==> src/rtl/ps2_pkg.sv <==
// Shared scan-code constants, frame state type and hex-key lookup
// for the PS/2 keypad front end.
package ps2_pkg;

  localparam logic [7:0] SC_BREAK = 8'hF0;
  localparam logic [7:0] SC_EXT   = 8'hE0;
  localparam logic [7:0] SC_ENTER = 8'h5A;
  localparam logic [7:0] SC_ESC   = 8'h76;

  typedef enum logic [1:0] {
    IDLE,
    DATA,
    PARITY,
    STOP
  } frame_state_t;

  // {hit, nibble} for scan-code-set-2 make codes of 0-9 and A-F
  function automatic logic [4:0] hex_decode(input logic [7:0] code);
    logic [4:0] r;
    r = 5'h00;
    case (code)
      8'h45: r = 5'h10;
      8'h16: r = 5'h11;
      8'h1E: r = 5'h12;
      8'h26: r = 5'h13;
      8'h25: r = 5'h14;
      8'h2E: r = 5'h15;
      8'h36: r = 5'h16;
      8'h3D: r = 5'h17;
      8'h3E: r = 5'h18;
      8'h46: r = 5'h19;
      8'h1C: r = 5'h1A;
      8'h32: r = 5'h1B;
      8'h21: r = 5'h1C;
      8'h23: r = 5'h1D;
      8'h24: r = 5'h1E;
      8'h2B: r = 5'h1F;
      default: r = 5'h00;
    endcase
    return r;
  endfunction

endpackage

==> src/rtl/ps2_frame_rx.sv <==
// PS/2 pin synchronizer, falling-edge detect and 11-bit frame
// deframer with parity/stop checking and a mid-frame timeout.
module ps2_frame_rx #(
  parameter int TIMEOUT_CYCLES = 5000,
  parameter int SYNC_STAGES    = 2
) (
  input  logic       clk,
  input  logic       rst,
  input  logic       ps2_clk_i,
  input  logic       ps2_dat_i,
  output logic [7:0] byte_o,
  output logic       byte_valid_o,
  output logic       err_o
);

  import ps2_pkg::*;

  localparam int TW = $clog2(TIMEOUT_CYCLES + 1);

  logic [SYNC_STAGES-1:0] clk_sync;
  logic [SYNC_STAGES-1:0] dat_sync;
  logic                   clk_prev;
  logic                   clk_cur;
  logic                   bit_in;
  logic                   fall;

  frame_state_t state;
  frame_state_t state_nxt;

  logic [2:0]    bcnt;
  logic [7:0]    sreg;
  logic          par;
  logic [TW-1:0] tcnt;
  logic          timeout;
  logic          frame_ok;

  // Idle bus is high, so the chains reset to 1 to avoid a fake edge
  always_ff @(posedge clk) begin
    if (rst) begin
      clk_sync <= '1;
      dat_sync <= '1;
      clk_prev <= 1'b1;
    end else begin
      clk_sync <= {clk_sync[SYNC_STAGES-2:0], ps2_clk_i};
      dat_sync <= {dat_sync[SYNC_STAGES-2:0], ps2_dat_i};
      clk_prev <= clk_sync[SYNC_STAGES-1];
    end
  end

  assign clk_cur = clk_sync[SYNC_STAGES-1];
  assign bit_in  = dat_sync[SYNC_STAGES-1];
  assign fall    = clk_prev & ~clk_cur;

  assign timeout = (state != IDLE) && !fall &&
                   (tcnt == TW'(TIMEOUT_CYCLES - 1));

  always_ff @(posedge clk) begin
    if (rst) begin
      state <= IDLE;
    end else begin
      state <= state_nxt;
    end
  end

  always_comb begin
    state_nxt = state;
    if (timeout) begin
      state_nxt = IDLE;
    end else if (fall) begin
      case (state)
        IDLE:    if (!bit_in) state_nxt = DATA;
        DATA:    if (bcnt == 3'd7) state_nxt = PARITY;
        PARITY:  state_nxt = STOP;
        STOP:    state_nxt = IDLE;
        default: state_nxt = IDLE;
      endcase
    end
  end

  always_ff @(posedge clk) begin
    if (rst) begin
      bcnt <= 3'd0;
      sreg <= 8'h00;
      par  <= 1'b0;
      tcnt <= '0;
    end else begin
      if (state == IDLE || fall || timeout) begin
        tcnt <= '0;
      end else begin
        tcnt <= tcnt + TW'(1);
      end
      if (fall) begin
        case (state)
          IDLE: bcnt <= 3'd0;
          DATA: begin
            sreg <= {bit_in, sreg[7:1]};
            bcnt <= bcnt + 3'd1;
          end
          PARITY:  par <= bit_in;
          default: ;
        endcase
      end
    end
  end

  // Stop bit must be 1 and data+parity must carry odd ones
  assign frame_ok = bit_in & (^{sreg, par});

  always_comb begin
    byte_o       = sreg;
    byte_valid_o = 1'b0;
    err_o        = timeout;
    if (state == STOP && fall) begin
      byte_valid_o = frame_ok;
      err_o        = ~frame_ok;
    end
  end

endmodule

==> src/rtl/ps2_keypad.sv <==
// PS/2 keyboard front end: deframes scan codes and emits key strobes.
// Build with PS2_HEX_DECODE_EN to translate 0-9/A-F keys to nibbles.
module ps2_keypad #(
  parameter int TIMEOUT_CYCLES = 5000,
  parameter int SYNC_STAGES    = 2
) (
  input  logic       clk,
  input  logic       rst,
  input  logic       ps2_clk_i,
  input  logic       ps2_dat_i,
  output logic [7:0] ps2_data_o,
  output logic       ps2_valid_o,
  output logic       ps2_done_o,
  output logic       ps2_reset_o,
  output logic       frame_err_o
);

  import ps2_pkg::*;

  logic [7:0] rx_byte;
  logic       rx_valid;
  logic       rx_err;

  logic       break_pending;
  logic       ext_pending;
  logic       brk_nxt;
  logic       ext_nxt;
  logic [7:0] data_nxt;
  logic       valid_nxt;
  logic       done_nxt;
  logic       esc_nxt;

  ps2_frame_rx #(
    .TIMEOUT_CYCLES (TIMEOUT_CYCLES),
    .SYNC_STAGES    (SYNC_STAGES)
  ) u_rx (
    .clk          (clk),
    .rst          (rst),
    .ps2_clk_i    (ps2_clk_i),
    .ps2_dat_i    (ps2_dat_i),
    .byte_o       (rx_byte),
    .byte_valid_o (rx_valid),
    .err_o        (rx_err)
  );

`ifdef PS2_HEX_DECODE_EN
  logic [4:0] hex;
  assign hex = hex_decode(rx_byte);
`endif

  // Releases and extended keys are swallowed together with their prefix
  always_comb begin
    brk_nxt   = break_pending;
    ext_nxt   = ext_pending;
    data_nxt  = ps2_data_o;
    valid_nxt = 1'b0;
    done_nxt  = 1'b0;
    esc_nxt   = 1'b0;
    if (rx_valid) begin
      if (rx_byte == SC_BREAK) begin
        brk_nxt = 1'b1;
      end else if (rx_byte == SC_EXT) begin
        ext_nxt = 1'b1;
      end else if (break_pending || ext_pending) begin
        brk_nxt = 1'b0;
        ext_nxt = 1'b0;
      end else if (rx_byte == SC_ENTER) begin
        done_nxt = 1'b1;
      end else if (rx_byte == SC_ESC) begin
        esc_nxt = 1'b1;
      end else begin
`ifdef PS2_HEX_DECODE_EN
        if (hex[4]) begin
          valid_nxt = 1'b1;
          data_nxt  = {4'h0, hex[3:0]};
        end
`else
        valid_nxt = 1'b1;
        data_nxt  = rx_byte;
`endif
      end
    end
  end

  always_ff @(posedge clk) begin
    if (rst) begin
      break_pending <= 1'b0;
      ext_pending   <= 1'b0;
      ps2_data_o    <= 8'h00;
      ps2_valid_o   <= 1'b0;
      ps2_done_o    <= 1'b0;
      ps2_reset_o   <= 1'b0;
      frame_err_o   <= 1'b0;
    end else begin
      break_pending <= brk_nxt;
      ext_pending   <= ext_nxt;
      ps2_data_o    <= data_nxt;
      ps2_valid_o   <= valid_nxt;
      ps2_done_o    <= done_nxt;
      ps2_reset_o   <= esc_nxt;
      frame_err_o   <= rx_err;
    end
  end

endmodule

==> config.mk <==
export PLATFORM = sky130hd
export DESIGN_NAME = ps2_keypad
export DESIGN_NICKNAME = d
export VERILOG_FILES = /design/src/rtl/ps2_pkg.sv /design/src/rtl/ps2_frame_rx.sv /design/src/rtl/ps2_keypad.sv
export SDC_FILE = /design/constraint.sdc
export NUM_CORES = 1
export LEC_CHECK = 0
export ABC_AREA = 0
export CELL_PAD_IN_SITES_DETAIL_PLACEMENT = 0
export CELL_PAD_IN_SITES_GLOBAL_PLACEMENT = 2
export CORE_MARGIN = 2
export CORE_UTILIZATION = 35
export DETAILED_ROUTE_END_ITERATION = 16
export PLACE_DENSITY = 0.8
export SYNTH_ARGS = -nofsm -noshare
export SYNTH_HDL_FRONTEND = slang
export SYNTH_SLANG_ARGS = --single-unit
==> constraint.sdc <==
create_clock -name clk -period 2.7 [get_ports clk]
set_clock_uncertainty 0.2 [all_clocks]
set_input_delay 0.81 -clock clk [delete_from_list [all_inputs] [get_ports clk]]
set_output_delay 0.81 -clock clk [all_outputs]
set_load 0.02 [all_outputs]
Yosys cells after proc, flatten, opt, wreduce, memory -nomap -nowiden:

Index checks and enable logic that the tools add are counted.

* register bits after elaboration: 46
* logic and storage cells: 76
* input bits: 4

* reduce and logical (&&, ||, !) cells: 24
* muxes and demuxes: 13
* equal/unequal tests: 12
* bitwise operators: 10
* add/subtract/negate cells: 2

Operator list (count)
* == test 8 x 7 -> 1 bit (second input constant): 2
* == test 8 bit (second input constant): 2
* adder 13 x 1 -> 13 bit (second input constant): 1
* == test 13 bit (second input constant): 1
* 2-to-1 mux 1 bit: 9
* AND reduction 3 bit: 3
* XOR reduction 9 bit: 1
* NOT 1 bit: 8
* case mux 2 bit (4 select lines): 1
* nonzero test 2 bit: 4
* case mux 3 bit (2 select lines): 1
* AND reduction 2 bit: 3
* AND reduction 6 bit: 1
* OR reduction 6 bit: 1
* OR reduction 5 bit: 1
* == test 2 bit (second input constant): 2
* 2-to-1 mux 2 bit: 2
* != test 2 bit (second input constant): 2
* OR reduction 2 bit: 2
* adder 3 x 1 -> 3 bit (second input constant): 1
* == test 3 bit (second input constant): 1
* logical AND 1 bit: 3
* logical OR 1 bit: 3
* AND 1 bit: 2
* other kinds (4): 4

Depth between registers and ports, before layout:

Gate-level depths: netlist (run 1).

* word-level depth: 7
* gate-level depth with buffers: 7

Hierarchy:

From an unflattened synthesis (run 1), not the netlist that was laid out.

* cell total of the unflattened synthesis: 221
* area total of the unflattened synthesis: 2095.8 um^2

Modules (own cells, without submodules)
* ps2_frame_rx: cells an instance 158, area an instance 1468.9 um^2, instances 1
* ps2_keypad: cells an instance 63, area an instance 626.9 um^2, instances 1

Worst setup path after synthesis (run 1):

No wires, ideal clock.

* path kind: register to register
* start: register u_rx.sreg[2], in the netlist u_rx.byte_o[2]
* end: register ps2_data_o[1]
* data arrival time: 1.680 ns
* cell stages (with the launch flop): 8
* required time: 2.368 ns
* slack: 0.688 ns
* library setup time: 0.132 ns
* clock period less this slack: 2.012 ns
* cell sequence: dfxtp_1 > clkbuf_1 > or3b_1 > a2111o_1 > and3_1 > clkbuf_1 > nand4_1 > a21oi_1

* cells in the longest elaborated chain, start to end: 4
* elaborated cells between the ends (all ways): 12

RTL lines
* start: declaration: RTL line ps2_frame_rx.sv:31 `logic [7:0] sreg;`
* start signal: assignment: RTL line ps2_frame_rx.sv:96 `sreg <= {bit_in, sreg[7:1]};`
* XOR reduction 9 bit: RTL line ps2_frame_rx.sv:107 `assign frame_ok = bit_in & (^{sreg, par});`
* AND 1 bit: RTL line ps2_frame_rx.sv:107
* 2-to-1 mux 1 bit: RTL line ps2_frame_rx.sv:113 `if (state == STOP && fall) begin`
* AND reduction 6 bit (no line) (*)
* end signal: assignment: RTL line ps2_keypad.sv:97 `ps2_data_o <= data_nxt;`
* end: declaration: RTL line ps2_keypad.sv:11 `output logic [7:0] ps2_data_o,`

Mark *: on every way between the ends. The rest lies on a longest branch, timed or not.
A chain may end at the register's enable or synchronous reset.

Worst setup path in the final report (run 1):

* start: register ps2_data_o[5]
* end: output port ps2_data_o[5]

No word-level cell between the ends.

==> flow_summary.toml, run 1 <==
[power_and_ir_drop]
irDropWorstVdd_uv = 257.9
p_total_mw = 1.140
p_per_area_nw_per_um2 = 489.9
p_leak_nw = 0.7811

[route]
drc_errors = 0
first_pass_iters = 4
wl_per_cell_um = 12.54
via_per_inst = 4.949
ant_nets = 0
detail_route.wirelength_um = 3924
drtIter0Drc = 76
via_count = 1549

[timing]
worst_hold_slack_ns = 0.2146
setup_slack_ns = 0.4411
hold_violations = 0
fin_crit_ns = 2.259
fmax_mhz = 442.7
slew_headroom_pct = 71.44
worst_slew_pin_slew_ns = 0.4283
fin_setup_tns_ns = 0
rsz0062_at_grt = "false"
drv_slew = 0
finalSetupViolCount = 0
period_share_pct = 83.66

[layout]
layoutNonFillerInstCount = 313
syn2layout_area_growth_pct = 15.17
diodes = 0
stdcell_area_um2 = 2327
layout-drive-gt1-share_pct = 8.714
fillers = 588
utilization_pct = 42.01
layout.nets = 251

[global_route]
grt_pass1_wl_um = 6893
overflow = 0
antenna_found_initial = 0
grt_usage_pct = 13.96
grt_max_degree = 32
first_global_vias = 1448

[critical_path]
path_cells = "clkdlybuf4s50_1"
crit_path_end = "ps2_data_o[5]"
critPathKind = "flip-flop to output port"
r2r_slack_ns = 0.50
ff2ff_path_depth = 4
cp_slowest_cell = "clkdlybuf4s50_1"
cp.arrival_ns = 1.25
startpoint = "ps2_data_o[5]$_SDFFE_PP0P_"
crit_required_ns = 1.69
r2r-start = "u_rx.tcnt[5]$_SDFF_PP0_"
regToRegEndpoint = "u_rx.tcnt[4]$_SDFF_PP0_"
crit_family = "buffers and inverters"
cpPeakStageDelay_ns = 0.60
crit_buf_inv = 1
crit_cells = 1
cp-end-kind = "output port"
crit_path_start_kind = "flip-flop"
crit_path_max_fanout = 2

[synth]
yosys.cell_types.count = 40
yosys-top-cells-area = "dfxtp_1 46%, nand2_1 5.0%, nor2_1 4.8%"
async_flop_share_pct = 0
synth-seq-cells = 46
synth_top_family_by_area = "simple AND/OR/NAND/NOR gates"
synth_compound_area_share_pct = 11.39
synth_adder_area_share_pct = 4.334
synth.mux.area_fraction_pct = 0.4954
synth_commonest_cells = "46 x dfxtp_1, 27 x nand2_1, 26 x nor2_1"
synthSimpleGateAreaFrac_pct = 24.64
yosysWarnings = 0
synth_top_area_share_pct = 45.57
ys_seq_area_share_pct = 45.57
yosysMostFrequentCell = "dfxtp_1"
syn_area_um2 = 2021
synth_edf_count = 0
ys.flop_type = "dfxtp_1"
avgSynthCellArea_um2 = 8.902
synth.net_count = 238
syn_inst = 227
synth_xor_xnor_area_share_pct = 10.28
synth_top_area_cell = "dfxtp_1"

[clocking]
clkSinkCount = 46
cts_buffer_depth = 2
cts_tree = "done"
post_cts_buffers = 0
cts-resized-gates = 0
hold_buffers = 0
path_clk_slew_ns = 0.09
numCtsBuffers = 5
clockRootBuffer = "clkbuf_8"
insertion_delay_ns = 0.30
htree_levels = 2

[run]
maxCapViolCount = 0

[floorplanning]
initial_core_util_pct = 36.47
coreArea_um2 = 5540
die_h_um = 79.98
rows = 27
die_area_um2 = 6397
top_level_ports = 16
die_w_um = 79.98

[run_status]
status = "finished, final reports clean"

[placed_design]
place_congestion = 0.7237
dp_slack_ns = 0.2612
dp_cells = 305
io_buffers = 15
post_dp_cell_area_um2 = 2236
dp_hpwl_um = 2688

[hold_path]
hold_class = "flip-flop to flip-flop"
sequential cells by signal, summed over array words and instances, names as in the netlist, 2 cells and up:
register,cells
ps2_data_o,8
u_rx.tcnt,13
u_rx.state,2
u_rx.byte_o,8
u_rx.bcnt,3
u_rx.clk_sync,2
u_rx.dat_sync,2
report_power, final:
part,switching (mW),leakage (nW),internal [mW],total [mW]
combinational,0.0129,0.361,0.00929,0.0222
sequential,0.00191,0.371,0.681,0.683
clock,0.228,0.0482,0.207,0.435
how the worst min path moves through the flow:
| stage | startpoint | to | cells past startpoint |
|---|---|---|---|
| after floorplan | u_rx.clk_sync[0]$_SDFF_PP1_ | u_rx.clk_sync[1]$_SDFF_PP1_ | 1 |
| after global placement | u_rx.dat_sync[0]$_SDFF_PP1_ | u_rx.dat_sync[1]$_SDFF_PP1_ | 1 |
| after detailed placement | u_rx.clk_sync[0]$_SDFF_PP1_ | u_rx.clk_sync[1]$_SDFF_PP1_ | 1 |
| after CTS | u_rx.clk_sync[0]$_SDFF_PP1_ | u_rx.clk_sync[1]$_SDFF_PP1_ | 1 |
| after global routing | u_rx.clk_sync[0]$_SDFF_PP1_ | u_rx.clk_sync[1]$_SDFF_PP1_ | 1 |
| final | u_rx.clk_sync[0]$_SDFF_PP1_ | u_rx.clk_sync[1]$_SDFF_PP1_ | 1 |
cell type report:
type	instances	area (µm²)	share of cell area [%]
tap	72	90.09	3.871
inverter	5	18.77	0.8065
clock inverter	1	5.005	0.2151
sequential	46	920.9	39.57
multi-input combinational	164	1033	44.41
timing repair buffer	18	172.7	7.419
clock buffer	7	86.33	3.710
layer usage:
metal	vias to the layer above	part of all wire, %	wire length, µm	GRT usage (%)
met3	5	2.4	93	3.733
met5	-	0	0	0
met1	716	53	2091	19.05
met2	15	43	1676	20.58
met4	0	1.6	63	6.102
li1	813	-	-	-
cell families (layout without fill, tap and decap cells):
logic type                 count (synthesis)  after routing
and+or+nand+nor                          100            100
adders and majority gates                  7              7
AOI/OAI and AO/OA                         37             37
DFF                                       46             46
xor gates and xnor gates                  19             19
muxes                                      1              1
buffers and inverters                     17             31
cell usage in the layout (no fill, tap or decap), types with 5 or more instances in the layout:
cell / netlist / layout
nor2_1: 26 / 26
a21oi_1: 19 / 19
nand2_1: 27 / 27
o31ai_1: 8 / 8
clkdlybuf4s50_1: 0 / 15
or2_2: 5 / 5
inv_1: 5 / 5
clkbuf_8: 0 / 6
ha_1: 7 / 7
nor3_1: 5 / 5
dfxtp_1: 46 / 46
xor2_1: 10 / 10
nand3_1: 8 / 8
nand4_1: 11 / 11
xnor2_1: 6 / 6
Note: power is estimated with default switching activity, not from simulation.
==> run 2: changes to the inputs <==
- CORE_UTILIZATION: 35 -> 32
- PLACE_DENSITY: 0.8 -> 0.77
- clock period: 2.7 -> 1.8 ns (I/O delays scaled with it)
==> run 2 against run 1 <==
  * The flow now finishes with violations (negative setup slack)
  * Die area grew 8.9%
  * Worst hold slack lost 0.0013 ns
  * Non-clock buffer count grew 23
  * Sequential share of layout area shrank 4.3 points
  * Clock power grew 52%
  * Routed wire length grew 16%
  * Register-to-register slack lost 0.67 ns
  * Total power grew 51%
  * Global-route usage shrank 0.25 points
  * Critical path depth grew 5
  * First-iteration DRC count shrank 9.2%
  * Cell count grew 8.6%
  * Highest routed layer unchanged
==> flow_summary.toml, run 2 (same netlist as run 1, synthesis figures left out) <==
[run_status]
status = "finished with violations"
failed_checks = "negative setup slack"

[route]
first_pass_iters = 4
via_count = 1663
wl_per_cell_um = 13.38
ant_nets = 0
drtIter0Drc = 69
detail_route.wirelength_um = 4549
drc_errors = 0
via_per_inst = 4.891

[floorplanning]
rows = 28
coreArea_um2 = 6026
die_area_um2 = 6966
top_level_ports = 16
initial_core_util_pct = 33.53
die_w_um = 83.47
die_h_um = 83.47

[critical_path]
crit_buf_inv = 1
cp.arrival_ns = 1.96
crit_path_max_fanout = 9
crit_path_start_kind = "flip-flop"
crit_family = "XOR/XNOR gates"
crit_required_ns = 1.79
critPathKind = "flip-flop to flip-flop"
cp-end-kind = "flip-flop"
cp_slowest_cell = "xnor3_2"
path_cells = "xnor2_2, xnor3_2, xnor2_4, buf_12, o31ai_1, a21oi_1"
cpPeakStageDelay_ns = 0.53

[clocking]
hold_buffers = 0
insertion_delay_ns = 0.30
path_clk_slew_ns = 0.09
htree_levels = 2
clkSinkCount = 46
cts_tree = "done"
cts_buffer_depth = 2
numCtsBuffers = 5
clockRootBuffer = "clkbuf_8"

[placed_design]
post_dp_cell_area_um2 = 2421
dp_cells = 329
dp_hpwl_um = 3153
io_buffers = 15
place_congestion = 0.7699

[layout]
diodes = 0
layout.nets = 275
stdcell_area_um2 = 2625
layout_commonest_cell = "dfxtp_1"
largest_reg_flops = 13
layout_common_cells = "42 x dfxtp_1, 26 x nand2_1, 26 x nor2_1, 23 x buf_4, 19 x a21oi_1"
layout-drive-gt1-share_pct = 24.53
layoutNonFillerInstCount = 340
syn2layout_area_growth_pct = 29.91
top_register = "u_rx.tcnt"

[timing]
fin_crit_ns = 1.973
rsz0062_at_grt = "true"
slew_headroom_pct = 65.92
worst_slew_pin_slew_ns = 0.5087
hold_violations = 0
drv_slew = 0
setup_slack_ns = -0.1726
fmax_mhz = 507.0
finalSetupViolCount = 12
worst_hold_slack_ns = 0.2133
period_share_pct = 109.6

[global_route]
grt_pass1_wl_um = 7790
grt_usage_pct = 13.71
grt_max_degree = 20
antenna_found_initial = 0
first_global_vias = 1539
overflow = 0

[power_and_ir_drop]
p_per_area_nw_per_um2 = 657.4
p_leak_nw = 1.001
p_total_mw = 1.726
irDropWorstVdd_uv = 297.0

[hold_path]
hold_class = "flip-flop to flip-flop"

[run]
maxCapViolCount = 0
==> run 2: cell types whose count changed in the layout (fill, tap and decap cells not counted), sizes merged <==
cell,delta
or4,+1
buf,+23
clkdlybuf4s50,-12
dlygate4sd2,+12
==> run 2: per-layer routing <==
metal	vias up	track usage [%]	wire length (µm)
met5	-	0	0
met4	0	4.399	58
met3	6	3.660	150
met2	27	19.65	1896
met1	768	19.95	2443
li1	862	-	-
==> run 2: cell type report <==
class / count / area, µm²
fillers: 632 / 3401
multi-input cells: 165 / 1145
flip-flops and latches: 46 / 925.9
repair buffers: 41 / 350.3
well taps: 75 / 93.84
clock buffers: 7 / 86.33
inverters: 5 / 18.77
clock inverters: 1 / 5.005
==> run 2: path summary, 6_finish.rpt <==
check | from | endpoint | slack (ns) | depth (start not counted)
min | u_rx.clk_sync[0]$_SDFF_PP1_ | u_rx.clk_sync[1]$_SDFF_PP1_ | 0.21 | 1
min reg2reg | u_rx.clk_sync[0]$_SDFF_PP1_ | u_rx.clk_sync[1]$_SDFF_PP1_ | 0.21 | 1
max reg2reg | u_rx.par$_SDFFE_PP0P_ | ps2_data_o[5]$_SDFFE_PP0P_ | -0.17 | 6
max | u_rx.par$_SDFFE_PP0P_ | ps2_data_o[5]$_SDFFE_PP0P_ | -0.17 | 6
==> run 2: power breakdown <==
part	total (mW)	switching, mW	internal (mW)
registers	1.02	0.00275	1.02
logic	0.0412	0.0237	0.0175
clock network	0.660	0.350	0.310
==> run 2: per-stage QoR <==
step                setup WS, ns  TNS [ns]  utilization, %
floorplan                -0.1441    -1.214               -
global placement         -0.1874    -4.679           40.18
detailed placement       -0.2034    -5.253           40.18
CTS                      -0.1672    -1.632           43.25
global route             -0.2637    -2.700           43.56
finish                   -0.1726    -1.600           43.56
==> run 2: timing repair <==
| action | 4_1_cts | 5_1_grt |
|---|---|---|
| gates cloned | 1 | 0 |
| pin swaps | 7 | 6 |
| setup buffers | 2 | 0 |
| hold endpoints to repair | 0 | 0 |
| resized for setup | 30 | 5 |
| setup endpoints to repair | 40 | 27 |
